## config.mk

```make
export PLATFORM = sky130hd
export DESIGN_NAME = wb_port_arbiter
export DESIGN_NICKNAME = d
export VERILOG_FILES = /design/src/rtl/wb_defs_pkg.sv /design/src/rtl/wb_pend_fifo.sv /design/src/rtl/wb_port_arbiter.sv
export SDC_FILE = /design/constraint.sdc
export NUM_CORES = 1
export LEC_CHECK = 0
export CAP_MARGIN = 10
export CORE_UTILIZATION = 54
export DETAILED_ROUTE_END_ITERATION = 8
export PLACE_DENSITY_LB_ADDON = 0.15
export SLEW_MARGIN = 20
export SYNTH_ARGS = -nofsm -noshare
export SYNTH_HDL_FRONTEND = slang
export SYNTH_SLANG_ARGS = --single-unit
```

## constraint.sdc

```tcl
create_clock -name clk -period 4.5 [get_ports clk]
set_input_delay 0.9 -clock clk [delete_from_list [all_inputs] [get_ports clk]]
set_output_delay 0.9 -clock clk [all_outputs]
set_load 0.02 [all_outputs]
```

## src/rtl/wb_defs_pkg.sv

```systemverilog
// Shared definitions for the register-file write-port arbiter.
//   DEF_DATA_W / DEF_ADDR_W : default register data / index widths
//   arb_state_t             : arbiter FSM states
//   pend_entry_t            : one pending MDU result {valid, rd, data}
package wb_defs;

    localparam int DEF_DATA_W = 32;
    localparam int DEF_ADDR_W = 5;

    typedef enum logic [1:0] {
        IDLE,
        PEND,
        FORCE
    } arb_state_t;

    typedef struct packed {
        logic                  valid;
        logic [DEF_ADDR_W-1:0] rd;
        logic [DEF_DATA_W-1:0] data;
    } pend_entry_t;

endpackage

```

## src/rtl/wb_pend_fifo.sv

```systemverilog
// Pending-result FIFO for MDU write-backs.
//   clk, rst                  : clock, asynchronous active-low reset
//   push, push_valid          : enqueue strobe and live flag of the incoming entry
//   push_rd, push_data        : incoming entry destination / data
//   pop                       : dequeue the head
//   kill_en, kill_rd          : invalidate every entry (including the one being
//                               pushed) whose rd equals kill_rd
//   head_valid/rd/data        : head entry
//   count, full               : occupancy
module wb_pend_fifo import wb_defs::*; #(
    parameter int ADDR_W = DEF_ADDR_W,
    parameter int DATA_W = DEF_DATA_W,
    parameter int DEPTH  = 2
) (
    input  logic                     clk,
    input  logic                     rst,
    input  logic                     push,
    input  logic                     push_valid,
    input  logic [ADDR_W-1:0]        push_rd,
    input  logic [DATA_W-1:0]        push_data,
    input  logic                     pop,
    input  logic                     kill_en,
    input  logic [ADDR_W-1:0]        kill_rd,
    output logic                     head_valid,
    output logic [ADDR_W-1:0]        head_rd,
    output logic [DATA_W-1:0]        head_data,
    output logic [$clog2(DEPTH):0]   count,
    output logic                     full
);

    localparam int PTR_W = $clog2(DEPTH);
    localparam int CNT_W = PTR_W + 1;

    logic [DEPTH-1:0]  ent_valid;
    logic [ADDR_W-1:0] ent_rd   [DEPTH];
    logic [DATA_W-1:0] ent_data [DEPTH];
    logic [PTR_W-1:0]  wptr;
    logic [PTR_W-1:0]  rptr;
    logic [CNT_W-1:0]  cnt;

    // Control: pointers, occupancy, live flags
    always_ff @(posedge clk or negedge rst) begin
        if (!rst) begin
            ent_valid <= '0;
            wptr      <= '0;
            rptr      <= '0;
            cnt       <= '0;
        end else begin
            // Killing a free slot is harmless, so the match runs over all slots.
            for (int i = 0; i < DEPTH; i++) begin
                if (kill_en && (ent_rd[i] == kill_rd))
                    ent_valid[i] <= 1'b0;
            end
            if (push) begin
                ent_valid[wptr] <= push_valid && !(kill_en && (push_rd == kill_rd));
                wptr            <= wptr + PTR_W'(1);
            end
            if (pop)
                rptr <= rptr + PTR_W'(1);
            if (push && !pop)
                cnt <= cnt + CNT_W'(1);
            else if (!push && pop)
                cnt <= cnt - CNT_W'(1);
        end
    end

    // Payload storage carries no reset; occupancy alone decides what is meaningful.
    always_ff @(posedge clk) begin
        if (push) begin
            ent_rd[wptr]   <= push_rd;
            ent_data[wptr] <= push_data;
        end
    end

    assign head_valid = ent_valid[rptr];
    assign head_rd    = ent_rd[rptr];
    assign head_data  = ent_data[rptr];
    assign count      = cnt;
    assign full       = (cnt == CNT_W'(DEPTH));

endmodule

```

## src/rtl/wb_port_arbiter.sv

```systemverilog
// Register-file write-port arbiter: pipeline write-back has priority, MDU
// results wait in a small FIFO, and a starvation counter forces a one-cycle
// pipeline stall to drain the FIFO head.
//   clk, rst                    : clock, asynchronous active-low reset
//   wb_valid, wb_rd, wb_data    : pipeline write request
//   mdu_valid, mdu_ready        : MDU result handshake (ready = FIFO not full)
//   mdu_rd, mdu_data            : MDU result
//   stall_pipe                  : registered; pipeline holds its request
//   rf_we, rf_rd, rf_wdata      : registered register-file write port
//   pend_cnt                    : FIFO occupancy
module wb_port_arbiter import wb_defs::*; #(
    parameter int DATA_W       = DEF_DATA_W,
    parameter int ADDR_W       = DEF_ADDR_W,
    parameter int DEPTH        = 2,
    parameter int STARVE_LIMIT = 4
) (
    input  logic                   clk,
    input  logic                   rst,
    input  logic                   wb_valid,
    input  logic [ADDR_W-1:0]      wb_rd,
    input  logic [DATA_W-1:0]      wb_data,
    input  logic                   mdu_valid,
    output logic                   mdu_ready,
    input  logic [ADDR_W-1:0]      mdu_rd,
    input  logic [DATA_W-1:0]      mdu_data,
    output logic                   stall_pipe,
    output logic                   rf_we,
    output logic [ADDR_W-1:0]      rf_rd,
    output logic [DATA_W-1:0]      rf_wdata,
    output logic [$clog2(DEPTH):0] pend_cnt
);

    localparam int CNT_W = $clog2(DEPTH) + 1;
    localparam int SC_W  = $clog2(STARVE_LIMIT) + 1;

    arb_state_t        state, next_state;
    logic [SC_W-1:0]   starve, starve_next;
    logic [CNT_W-1:0]  fifo_cnt, cnt_next;
    logic              fifo_full;
    logic              head_valid;
    logic [ADDR_W-1:0] head_rd;
    logic [DATA_W-1:0] head_data;
    logic              push, pop, nonempty;
    logic              pipe_grant, kill_hit, head_live;
    logic              head_grant, head_denied, starve_hit;

    assign mdu_ready = !fifo_full;
    assign push      = mdu_valid && mdu_ready;
    assign pend_cnt  = fifo_cnt;

    // rd==0 entries are stored dead so they pop without a write.
    wb_pend_fifo #(
        .ADDR_W (ADDR_W),
        .DATA_W (DATA_W),
        .DEPTH  (DEPTH)
    ) u_fifo (
        .clk        (clk),
        .rst        (rst),
        .push       (push),
        .push_valid (mdu_rd != '0),
        .push_rd    (mdu_rd),
        .push_data  (mdu_data),
        .pop        (pop),
        .kill_en    (pipe_grant),
        .kill_rd    (wb_rd),
        .head_valid (head_valid),
        .head_rd    (head_rd),
        .head_data  (head_data),
        .count      (fifo_cnt),
        .full       (fifo_full)
    );

    // State register and starve counter
    always_ff @(posedge clk or negedge rst) begin
        if (!rst) begin
            state  <= IDLE;
            starve <= '0;
        end else begin
            state  <= next_state;
            starve <= starve_next;
        end
    end

    // Grant decisions
    always_comb begin
        nonempty    = (fifo_cnt != '0);
        // A pipeline write to rd 0 is a no-op and does not claim the port.
        pipe_grant  = wb_valid && (wb_rd != '0) && (state != FORCE);
        // A head about to be overwritten by a younger pipeline write is treated as dead now.
        kill_hit    = pipe_grant && (head_rd == wb_rd);
        head_live   = nonempty && head_valid && !kill_hit;
        head_grant  = head_live && !pipe_grant;
        head_denied = head_live && pipe_grant;
        pop         = nonempty && !head_denied;
    end

    // Next state and counter
    always_comb begin
        cnt_next = fifo_cnt;
        if (push && !pop)
            cnt_next = fifo_cnt + CNT_W'(1);
        else if (!push && pop)
            cnt_next = fifo_cnt - CNT_W'(1);

        starve_hit  = head_denied && (starve == SC_W'(STARVE_LIMIT - 1));
        starve_next = starve;
        if (pop)
            starve_next = '0;
        else if (head_denied && !starve_hit)
            starve_next = starve + SC_W'(1);

        if (starve_hit)
            next_state = FORCE;
        else if (cnt_next != '0)
            next_state = PEND;
        else
            next_state = IDLE;
    end

    // Output registers
    always_ff @(posedge clk or negedge rst) begin
        if (!rst) begin
            rf_we      <= 1'b0;
            rf_rd      <= '0;
            rf_wdata   <= '0;
            stall_pipe <= 1'b0;
        end else begin
            rf_we      <= pipe_grant || head_grant;
            stall_pipe <= (next_state == FORCE);
            if (pipe_grant) begin
                rf_rd    <= wb_rd;
                rf_wdata <= wb_data;
            end else if (head_grant) begin
                rf_rd    <= head_rd;
                rf_wdata <= head_data;
            end
        end
    end

endmodule

```

==> reports/results.txt, run 1 <==
Via count = 3665
Residual DRC = 0
Width of the die = 101.0 um
Synth area leaders = edfxtp_1, dfrtp_1, mux2i_1, o21ai_0, nand2_1
EDFF count, synth = 74
Port buffer count = 119
Sequential area share after synthesis = 65.58%
Max Cap Viol = 0
Vias per inst = 5.390
Finish-stage setup viols = 0
Area leader, netlist = edfxtp_1
Reg2Reg Setup Slack = 1.99 ns
PostCTS Resize Cnt = 0
Clk_lat worst skew = 0.52 ns
Total Routing Usage GR = 24.52%
Final period util = 70.96%
DR top layer = met4
Largest net degree at the start of global routing = 80
Postcts setup bufs = 0
Syn Inst Count = 422
Synth-to-layout area growth = 34.92%
Clock sink count = 124
First-pass GRT wire length = 18.42 mm
Share of layout cells above drive strength 1 = 8.711%
Core Box Area = 9371 sq um
Fmax = 313.2 MHz
CP endpoint kind = register
Overall Power = 4.946 mW
Met3 WL = 539 um
Drt wl/cell = 16.78 um
Worst VDD drop = 0.4197 mV
Yosys cell types = 45
Most frequent cell after synthesis = nand2_1
Required @ worst endpoint = 4.89 ns
Post-cts hold buffer count = 0
# diodes = 0
Slew Limit Fails = 0
TritonCTS clock tree = yes
Hold Crit Class = input pin to asynchronous set/reset pin
FFs w/ async S/R, synth = 40.32%
DRT iter0 DRCs = 201
Ports = 120
DRT antenna net count = 0
CP Launch Type = input pin
Clock buffer depth = 2
First-pass detailed-route iteration total = 5
Vias in the first global route = 3792
Post-synth top area share = 41.96%
Row Count = 35
Reg clk slew, reported paths = 0.07 ns
Max Fanout on Critical Path = 79
Synthesized area = 5296 sq um
Synth top cells by count = nand2_1, edfxtp_1, o21ai_0
Die area = 10210 sq um
Worst EP arrival = 3.58 ns
Die Y = 101.0 um
DP HPWL = 7.434 mm
Worst Tran Pin Value = 0.7960 ns
Clock root buffer = clkbuf_8
CTS buffer count = 17
Starting Density = 56.52%
Met1 wire length = 4.779 mm
GRT Residual Overflow = 0
Cell Pwr Density = 692.1 nW/um^2
WL final = 11.41 mm
Final worst slack = 1.307 ns
Worst slack, placed = 0.8646 ns
Warnings, synthesis = 0
Final hold violation count = 0
Primary FF master, synth = edfxtp_1
Seq cells post-synth = 124
Routability cong. = 0.8499
Initial antenna violation count = 0
Outcome = completed
H-tree levels = 4
Post-layout nets = 620
Worst slew margin = 46.93%
Wire length on met2 = 5.883 mm
Crit path time final = 3.193 ns
Setup tns final = 0 ns
Setup CP Type = input pin to register
Mean post-synth cell area = 12.55 sq um
RSZ-0062 raised after global routing = false
Leakage Power = 2.796 nW
Clock Skew = 0.01460 ns
Net count after synthesis = 504
[layout make-up]
type	count	area, sq um
inverter	8	30.03
fill	647	2226
tap	129	161.4
clock buffer	18	417.9
clock inverter	14	160.2
multi-input combinational	263	1678
timing repair buffer	124	1224
sequential	124	3475
[critical path: stages]
cell             delay (ns)
clkdlybuf4s50_1        0.66
or4_4                  0.20
o211a_4                0.67
a21oi_1                0.21
or3_1                  0.37
a211o_1                0.29
a211oi_1               0.28
[final timing paths]
check	from	end	cells past startpoint
max	wb_rd[0]	state[0]$_DFF_PN0_	7
min	rst	rf_wdata[8]$_DFFE_PN0P_	1
max reg2reg	u_fifo.rptr$_DFFE_PN0P_	state[0]$_DFF_PN0_	6
min reg2reg	starve[0]$_DFFE_PN0P_	starve[0]$_DFFE_PN0P_	1
max in group asynchronous	rst	u_fifo.rptr$_DFFE_PN0P_	2
min in group clk	starve[0]$_DFFE_PN0P_	starve[0]$_DFFE_PN0P_	1
[power breakdown]
group | internal [mW] | total (mW) | switching, mW
clock network | 0.800 | 1.32 | 0.520
logic | 0.790 | 1.83 | 1.04
registers | 1.59 | 1.80 | 0.208
[sequential cells by signal, indices dropped and copies added, names as in the netlist]
register / flops
u_fifo.ent_data: 64
rf_wdata: 32
u_fifo.ent_rd: 10
rf_rd: 5
starve: 3
state: 2
u_fifo.count: 2
u_fifo.ent_valid: 2
rf_we: 1
stall_pipe: 1
u_fifo.rptr: 1
u_fifo.wptr: 1
[cells in the final DEF, fill, tap and decap left out, types with 4 or more instances in the layout]
| master | count |
|---|---|
| inv_1 | 8 |
| xor2_1 | 8 |
| a21oi_1 | 5 |
| buf_4 | 5 |
| o21ai_0 | 71 |
| edfxtp_1 | 74 |
| clkbuf_16 | 16 |
| nand2_1 | 75 |
| inv_6 | 5 |
| xnor2_1 | 15 |
| ha_1 | 4 |
| mux2i_1 | 39 |
| clkdlybuf4s50_1 | 118 |
| dfrtp_1 | 49 |
[cells by family (layout without fill, tap and decap cells)]
logic type                 count (synthesis)  after routing  synth area share, %
muxes                                     40             40                7.630
xor gates and xnor gates                  24             24                4.229
and+or+nand+nor                          102            102                8.836
buffers and inverters                     35            164                2.882
AOI/OAI and AO/OA                         93             93                9.898
DFF                                      124            124                65.58
adders and majority gates                  4              4               0.9450
[layer usage]
| metal | GRT usage (%) | up-vias |
|---|---|---|
| met2 | 41.73 | 106 |
| met4 | 10.59 | 0 |
| met5 | 0 | - |
| met3 | 5.756 | 14 |
| li1 | - | 1748 |
| met1 | 30.05 | 1797 |
[through the flow]
| stage | hold WS [ns] | cell area, sq um | utilization [%] | instances |
|---|---|---|---|---|
| 2_1_floorplan | 0.4573 | 5296 | - | 422 |
| 3_3_place_gp | 0.4672 | 6568 | 70.08 | 648 |
| 3_5_place_dp | 0.5119 | 6568 | 70.08 | 648 |
| 4_1_cts | 0.3901 | 7146 | 76.25 | 680 |
| 5_1_grt | 0.4162 | 7146 | 76.25 | 680 |
| 6_report | 0.3923 | 7146 | 76.25 | 680 |
Power figures use the tool's default switching activity.
==> run 2: changes to the inputs <==
--- a/config.mk
+++ b/config.mk
@@ -6,7 +6,7 @@
 export NUM_CORES = 1
 export LEC_CHECK = 0
 export CAP_MARGIN = 10
-export CORE_UTILIZATION = 54
+export CORE_UTILIZATION = 50
 export DETAILED_ROUTE_END_ITERATION = 8
 export PLACE_DENSITY_LB_ADDON = 0.15
 export SLEW_MARGIN = 20
==> constraint.sdc (replaced) <==
create_clock -name clk -period 3 [get_ports clk]
set_input_delay 0.6 -clock clk [delete_from_list [all_inputs] [get_ports clk]]
set_output_delay 0.6 -clock clk [all_outputs]
set_load 0.02 [all_outputs]
==> run 2 against run 1 <==
Effect of this change: utilization decreased by 6.1 points; cell count increased by 2.2%; critical endpoint is now mdu_ready; hold slack improved by 0.098 ns; largest power group unchanged.
==> reports/results.txt, run 2 (synthesis gave the netlist of run 1 again) <==
Outcome = completed (unchanged)
Most common cell after layout, fill and taps aside = clkdlybuf4s50_1 (unchanged)
Slew Limit Fails = 0 (unchanged)
Cell with the largest stage delay on the worst path = clkdlybuf4s50_1 (was o211a_4)
Via count = 3645 (was 3665)
Routability cong. = 0.7799 (was 0.8499)
Synth-to-layout area growth = 36.05% (was 34.92%)
Final hold violation count = 0 (unchanged)
Total Routing Usage GR = 22.04% (was 24.52%)
Largest registers = u_fifo.ent_data (64), rf_wdata (32), u_fifo.ent_rd (10) (unchanged)
Clock buffer depth = 2 (unchanged)
Worst Path Buf+Inv = 2 (was 1)
Setup CP Type = register to output port (was input pin to register)
CP max stage delay = 0.59 ns (was 0.67 ns)
H-tree levels = 4 (unchanged)
GRT Residual Overflow = 0 (unchanged)
Crit path time final = 2.462 ns
Core Util, Final = 70.11% (was 76.25%)
Worst-path cell chain = ha_1 > inv_1 > clkdlybuf4s50_1 (was clkdlybuf4s50_1 > or4_4 > o211a_4 > a21oi_1 > or3_1 > a211o_1 > a211oi_1)
Placed cells = 662 (was 648)
Max reg flops = 64 (unchanged)
CP Launch Type = register (was input pin)
Worst R2R Path Depth = 6 (unchanged)
Vias per inst = 5.245 (was 5.390)
Stages on worst setup path = 3 (was 7)
# diodes = 0 (unchanged)
Most frequent cells in the layout = clkdlybuf4s50_1, nand2_1, edfxtp_1 (unchanged)
Register bank with the most flops = u_fifo.ent_data (unchanged)
Worst r2r src = u_fifo.rptr$_DFFE_PN0P_ (unchanged)
Worst VDD drop = 0.6653 mV (was 0.4197 mV)
Clk_lat worst skew = 0.51 ns (was 0.52 ns)
Finish-stage setup viols = 0 (unchanged)
Clock sink count = 124 (unchanged)
DRT antenna net count = 0 (unchanged)
Reg2Reg Setup Slack = 0.62 ns (was 1.99 ns)
Fin cells = 695 (was 680)
Vias in the first global route = 3775 (was 3792)
Final period util = 82.07%
Worst slew margin = 53.73% (was 46.93%)
CP endpoint kind = output port (was register)
Worst EP arrival = 1.86 ns (was 3.58 ns)
RSZ-0062 raised after global routing = false (unchanged)
First-pass detailed-route iteration total = 5 (unchanged)
Setup tns final = 0 ns (unchanged)
DP Area = 6629 sq um (was 6568 sq um)
Row Count = 37 (was 35)
Max Cap Viol = 0 (unchanged)
Post-layout nets = 628 (was 620)
TritonCTS clock tree = yes (unchanged)
RR Endpoint = u_fifo.count[0]$_DFF_PN0_ (was state[0]$_DFF_PN0_)
CTS buffer count = 17 (unchanged)
Die area = 11010 sq um (was 10210 sq um)
Initial antenna violation count = 0 (unchanged)
Leakage Power = 2.827 nW (was 2.796 nW)
Ports = 120 (unchanged)
Final Cell Area = 7206 sq um (was 7146 sq um)
Hold Crit Class = input pin to asynchronous set/reset pin (unchanged)
Cell Pwr Density = 1024 nW/um^2 (was 692.1 nW/um^2)
Max Fanout on Critical Path = 6 (was 79)
Residual DRC = 0 (unchanged)
CP top delay family = buffers and inverters (was compound AO/OA/AOI/OAI gates)
Fmax = 406.2 MHz
Worst Tran Pin Value = 0.6941 ns (was 0.7960 ns)
Required @ worst endpoint = 2.40 ns (was 4.89 ns)
Largest net degree at the start of global routing = 76 (was 80)
Reg clk slew, reported paths = 0.06 ns (was 0.07 ns)
Core Box Area = 10280 sq um (was 9371 sq um)
Clock Skew = 0.01458 ns (was 0.01460 ns)
DRT iter0 DRCs = 150 (was 201)
Postcts setup bufs = 0 (unchanged)
Port buffer count = 119 (unchanged)
WL final = 11.34 mm (was 11.41 mm)
First-pass GRT wire length = 18.51 mm (was 18.42 mm)
DP HPWL = 7.445 mm (was 7.434 mm)
Drt wl/cell = 16.32 um (was 16.78 um)
Share of layout cells above drive strength 1 = 9.839% (was 8.711%)
Die Y = 104.9 um (was 101.0 um)
Overall Power = 7.380 mW (was 4.946 mW)
Width of the die = 104.9 um (was 101.0 um)
Starting Density = 51.53% (was 56.52%)
Clock root buffer = clkbuf_8 (unchanged)
==> run 2: per-layer routing <==
metal  vias to the layer above  track usage (%)  wire length, um
met2                        90            35.90             5640
met5                         -                0                0
met1                      1796            28.60             5094
li1                       1753                -                -
met4                         0            7.746               56
met3                         6            5.864              554
==> run 2: power by group <==
part | total, mW | switching, mW | internal [mW]
combinational | 2.78 | 1.58 | 1.20
clock | 1.93 | 0.744 | 1.18
sequential | 2.67 | 0.290 | 2.38
==> run 2: area by class of cell <==
class,count,area [sq um]
clock inverters,14,148.9
clock buffers,18,417.9
multi-input cells,263,1678
fillers,779,3072
well taps,136,170.2
repair buffers,132,1286
flip-flops and latches,124,3475
inverters,8,30.03
==> run 2: timing repair <==
item,in CTS,in global routing
gates resized for setup,0,0
endpoints found under the setup margin,0,0
hold endpoints to repair,10,0
hold buffers,1,0
==> run 2: metrics by stage <==
| stage | hold WS [ns] | worst slack, ns |
|---|---|---|
| 2_1_floorplan | 0.3044 | 0.4708 |
| 3_3_place_gp | 0.4668 | 0.1090 |
| 3_5_place_dp | 0.4883 | 0.06473 |
| 4_1_cts | 0.4915 | 0.5149 |
| 5_1_grt | 0.5187 | 0.4439 |
| 6_report | 0.4900 | 0.5379 |
==> run 2: worst max-delay path by stage <==
stage	start	end	slack, ns
detailed placement	wb_rd[4]	u_fifo.ent_valid[1]$_DFF_PN0_	0.06
global placement	wb_rd[4]	u_fifo.ent_valid[1]$_DFF_PN0_	0.11
CTS	u_fifo.count[0]$_DFF_PN0_	mdu_ready	0.51
floorplan	u_fifo.count[0]$_DFF_PN0_	u_fifo.ent_data[0][0]$_DFFE_PP_	0.47
finish	u_fifo.count[1]$_DFF_PN0_	mdu_ready	0.54
global route	u_fifo.count[0]$_DFF_PN0_	mdu_ready	0.44
==> run 3: changes to the inputs <==
--- a/config.mk
+++ b/config.mk
@@ -6,7 +6,7 @@
 export NUM_CORES = 1
 export LEC_CHECK = 0
 export CAP_MARGIN = 10
-export CORE_UTILIZATION = 50
+export CORE_UTILIZATION = 45
 export DETAILED_ROUTE_END_ITERATION = 8
 export PLACE_DENSITY_LB_ADDON = 0.15
 export SLEW_MARGIN = 20
==> constraint.sdc (replaced) <==
create_clock -name clk -period 2.18 [get_ports clk]
set_input_delay 0.436 -clock clk [delete_from_list [all_inputs] [get_ports clk]]
set_output_delay 0.436 -clock clk [all_outputs]
set_load 0.02 [all_outputs]
==> run 3 against run 2 <==
Effect of this change: register-to-register slack got worse by 0.47 ns; hold slack worse by 0.47 ns; clock power is 49% higher; critical path depth rose by 5; critical path type is now register to register; combinational power grew 51%; routed wire length increased by 3.2%; first-iteration DRC count grew 29%; global-route usage fell by 1.7 points; design area is 3.4% higher; clock skew decreased by 0.0087 ns; critical endpoint is now state[0]$_DFF_PN0_; total power is 45% higher.
==> reports/results.txt, run 3 (synthesis gave the netlist of run 1 again) <==
Stages on worst setup path = 8 (was 3)
Post-layout nets = 640 (was 628)
Vias per inst = 5.128 (was 5.245)
Cell Pwr Density = 1434 nW/um^2 (was 1024 nW/um^2)
Sw frac = 33.86% (was 35.41%)
Worst r2r src = u_fifo.count[0]$_DFF_PN0_ (was u_fifo.rptr$_DFFE_PN0P_)
TritonCTS clock tree = yes (unchanged)
Worst slew margin = 63.06% (was 53.73%)
Cell with the largest stage delay on the worst path = dfrtp_1 (was clkdlybuf4s50_1)
Vias in the first global route = 3780 (was 3775)
Via count = 3656 (was 3645)
Post-cts hold buffer count = 0 (was 1)
Setup crit end = state[0]$_DFF_PN0_ (was mdu_ready)
Most common cell after layout, fill and taps aside = clkdlybuf4s50_1 (unchanged)
Max Fanout on Critical Path = 5 (was 6)
Ports = 120 (unchanged)
Clk_lat worst skew = 0.40 ns (was 0.51 ns)
Worst VDD drop = 1.106 mV (was 0.6653 mV)
RSZ-0062 raised after global routing = false (unchanged)
Initial antenna violation count = 0 (unchanged)
Reg2Reg Setup Slack = 0.15 ns (was 0.62 ns)
Clk network pwr share = 27.0% (was 26.1%)
Most frequent cells in the layout = clkdlybuf4s50_1, nand2_1, edfxtp_1 (unchanged)
Clock root buffer = clkbuf_16 (was clkbuf_8)
Worst Tran Pin Value = 0.5541 ns (was 0.6941 ns)
Finish-stage setup viols = 0 (unchanged)
Drt wl/cell = 16.42 um (was 16.32 um)
# diodes = 0 (unchanged)
Setup CP Type = register to register (was register to output port)
Largest net degree at the start of global routing = 76 (unchanged)
Max Cap Viol = 0 (unchanged)
Die Y = 110.5 um (was 104.9 um)
Overall Power = 10.69 mW (was 7.380 mW)
WL final = 11.71 mm (was 11.34 mm)
RR Endpoint = state[0]$_DFF_PN0_ (was u_fifo.count[0]$_DFF_PN0_)
Synth-to-layout area growth = 40.73% (was 36.05%)
Final period util = 93.19%
Total Routing Usage GR = 20.37% (was 22.04%)
Fillers = 869 (was 779)
Clock buffer depth = 2 (unchanged)
Max reg flops = 64 (unchanged)
Slew Limit Fails = 0 (unchanged)
CP Launch Type = register (unchanged)
DP HPWL = 7.879 mm (was 7.445 mm)
Worst Path Buf+Inv = 1 (was 2)
CTS buffer count = 17 (unchanged)
Share of layout cells above drive strength 1 = 12.28% (was 9.839%)
Row Count = 39 (was 37)
Clock Skew = 0.005925 ns (was 0.01458 ns)
CP endpoint kind = register (was output port)
Worst EP arrival = 2.33 ns (was 1.86 ns)
H-tree levels = 4 (unchanged)
Required @ worst endpoint = 2.48 ns (was 2.40 ns)
DP Area = 6812 sq um (was 6629 sq um)
First-pass GRT wire length = 19.22 mm (was 18.51 mm)
Combinational group share of total power = 39.3% (was 37.7%)
Leakage Power = 2.922 nW (was 2.827 nW)
Largest registers = u_fifo.ent_data (64), rf_wdata (32), u_fifo.ent_rd (10) (unchanged)
Final Cell Area = 7453 sq um (was 7206 sq um)
Worst-path cell chain = inv_1 > ha_1 > nand2b_2 > nand3b_1 > a21oi_1 > or3_1 > a211o_1 > a211oi_1 (was ha_1 > inv_1 > clkdlybuf4s50_1)
Residual DRC = 0 (unchanged)
DRT antenna net count = 0 (unchanged)
Crit path time final = 2.032 ns
Core Box Area = 11470 sq um (was 10280 sq um)
Internal Pwr Total = 7.068 mW (was 4.767 mW)
First-pass detailed-route iteration total = 4 (was 5)
Port buffer count = 119 (unchanged)
DRT iter0 DRCs = 194 (was 150)
Width of the die = 110.5 um (was 104.9 um)
Clock sink count = 124 (unchanged)
Critical path origin = u_fifo.count[0]$_DFF_PN0_ (was u_fifo.count[1]$_DFF_PN0_)
Starting Density = 46.19% (was 51.53%)
Sw Pwr = 3.619 mW (was 2.613 mW)
Hold Crit Class = input pin to asynchronous set/reset pin (unchanged)
Die area = 12210 sq um (was 11010 sq um)
Outcome = completed (unchanged)
CP max stage delay = 0.35 ns (was 0.59 ns)
Final hold violation count = 0 (unchanged)
Worst R2R Path Depth = 8 (was 6)
Fmax = 492.2 MHz
Sequential share of power = 33.8% (was 36.2%)
CP top delay family = simple AND/OR/NAND/NOR gates (was buffers and inverters)
Routability cong. = 0.8574 (was 0.7799)
Register bank with the most flops = u_fifo.ent_data (unchanged)
GRT Residual Overflow = 0 (unchanged)
Reg clk slew, reported paths = 0.06 ns (about the same)
-- run 3: cell count changes in the layout (fill, tap and decap cells not counted), sizes merged, moves of 2 or more --
cell | before | now
buf | 13 | 26
clkinv | 7 | 2
bufinv | 2 | 4
clkbuf | 18 | 20
-- run 3: area by class of cell --
class	count	area [sq um]	area share, %
timing repair buffer	144	1473	19.76
inverter	8	33.78	0.4532
clock buffer	20	436.7	5.859
multi-input combinational	263	1687	22.63
clock inverter	11	168.9	2.266
tap	143	178.9	2.401
sequential	124	3476	46.63
-- run 3: how the worst min path moves through the flow --
stage	endpoint	slack (ns)	cells past startpoint	from
finish	rf_rd[3]$_DFFE_PN0P_	0.02	1	rst
global route	rf_rd[3]$_DFFE_PN0P_	0.06	1	rst
CTS	rf_rd[3]$_DFFE_PN0P_	0.03	1	rst
detailed placement	rf_rd[3]$_DFFE_PN0P_	0.47	1	rst
global placement	rf_rd[3]$_DFFE_PN0P_	0.46	1	rst
floorplan	rf_rd[0]$_DFFE_PN0P_	0.14	0	rst
-- run 3: power groups by stage --
stage                     Clock [mW]  Sequential (mW)  Combinational [mW]
after floorplan                    0             4.02                2.05
after global placement             0             3.66                4.04
after detailed placement           0             3.69                4.09
after CTS                       2.93             3.66                4.12
after global routing            3.04             3.68                4.59
final                           2.88             3.61                4.19
-- run 3: routing by layer --
metal	track usage [%]	part of all wire, %
met5	0	0
met1	26.85	45
met4	7.733	1.8
met3	5.708	5.2
met2	32.13	48
-- run 3: through the flow --
step                hold slack, ns  setup slack (ns)  util [%]  cells  TNS, ns
floorplan                   0.1404           0.03103         -    422        0
global placement            0.4553           -0.2122     59.40    680   -3.110
detailed placement          0.4656           -0.2721     59.40    680   -5.200
CTS                        0.02531          0.009764     64.67    711        0
global route               0.05530           0.02287     65.00    713        0
finish                     0.01630            0.1485     65.00    713        0
-- run 3: repair_timing --
| action | CTS | global route |
|---|---|---|
| endpoints found under the setup margin | 1 | 7 |
| setup buffers | 0 | 2 |
| cloned | 0 | 0 |
| resized for setup | 1 | 4 |
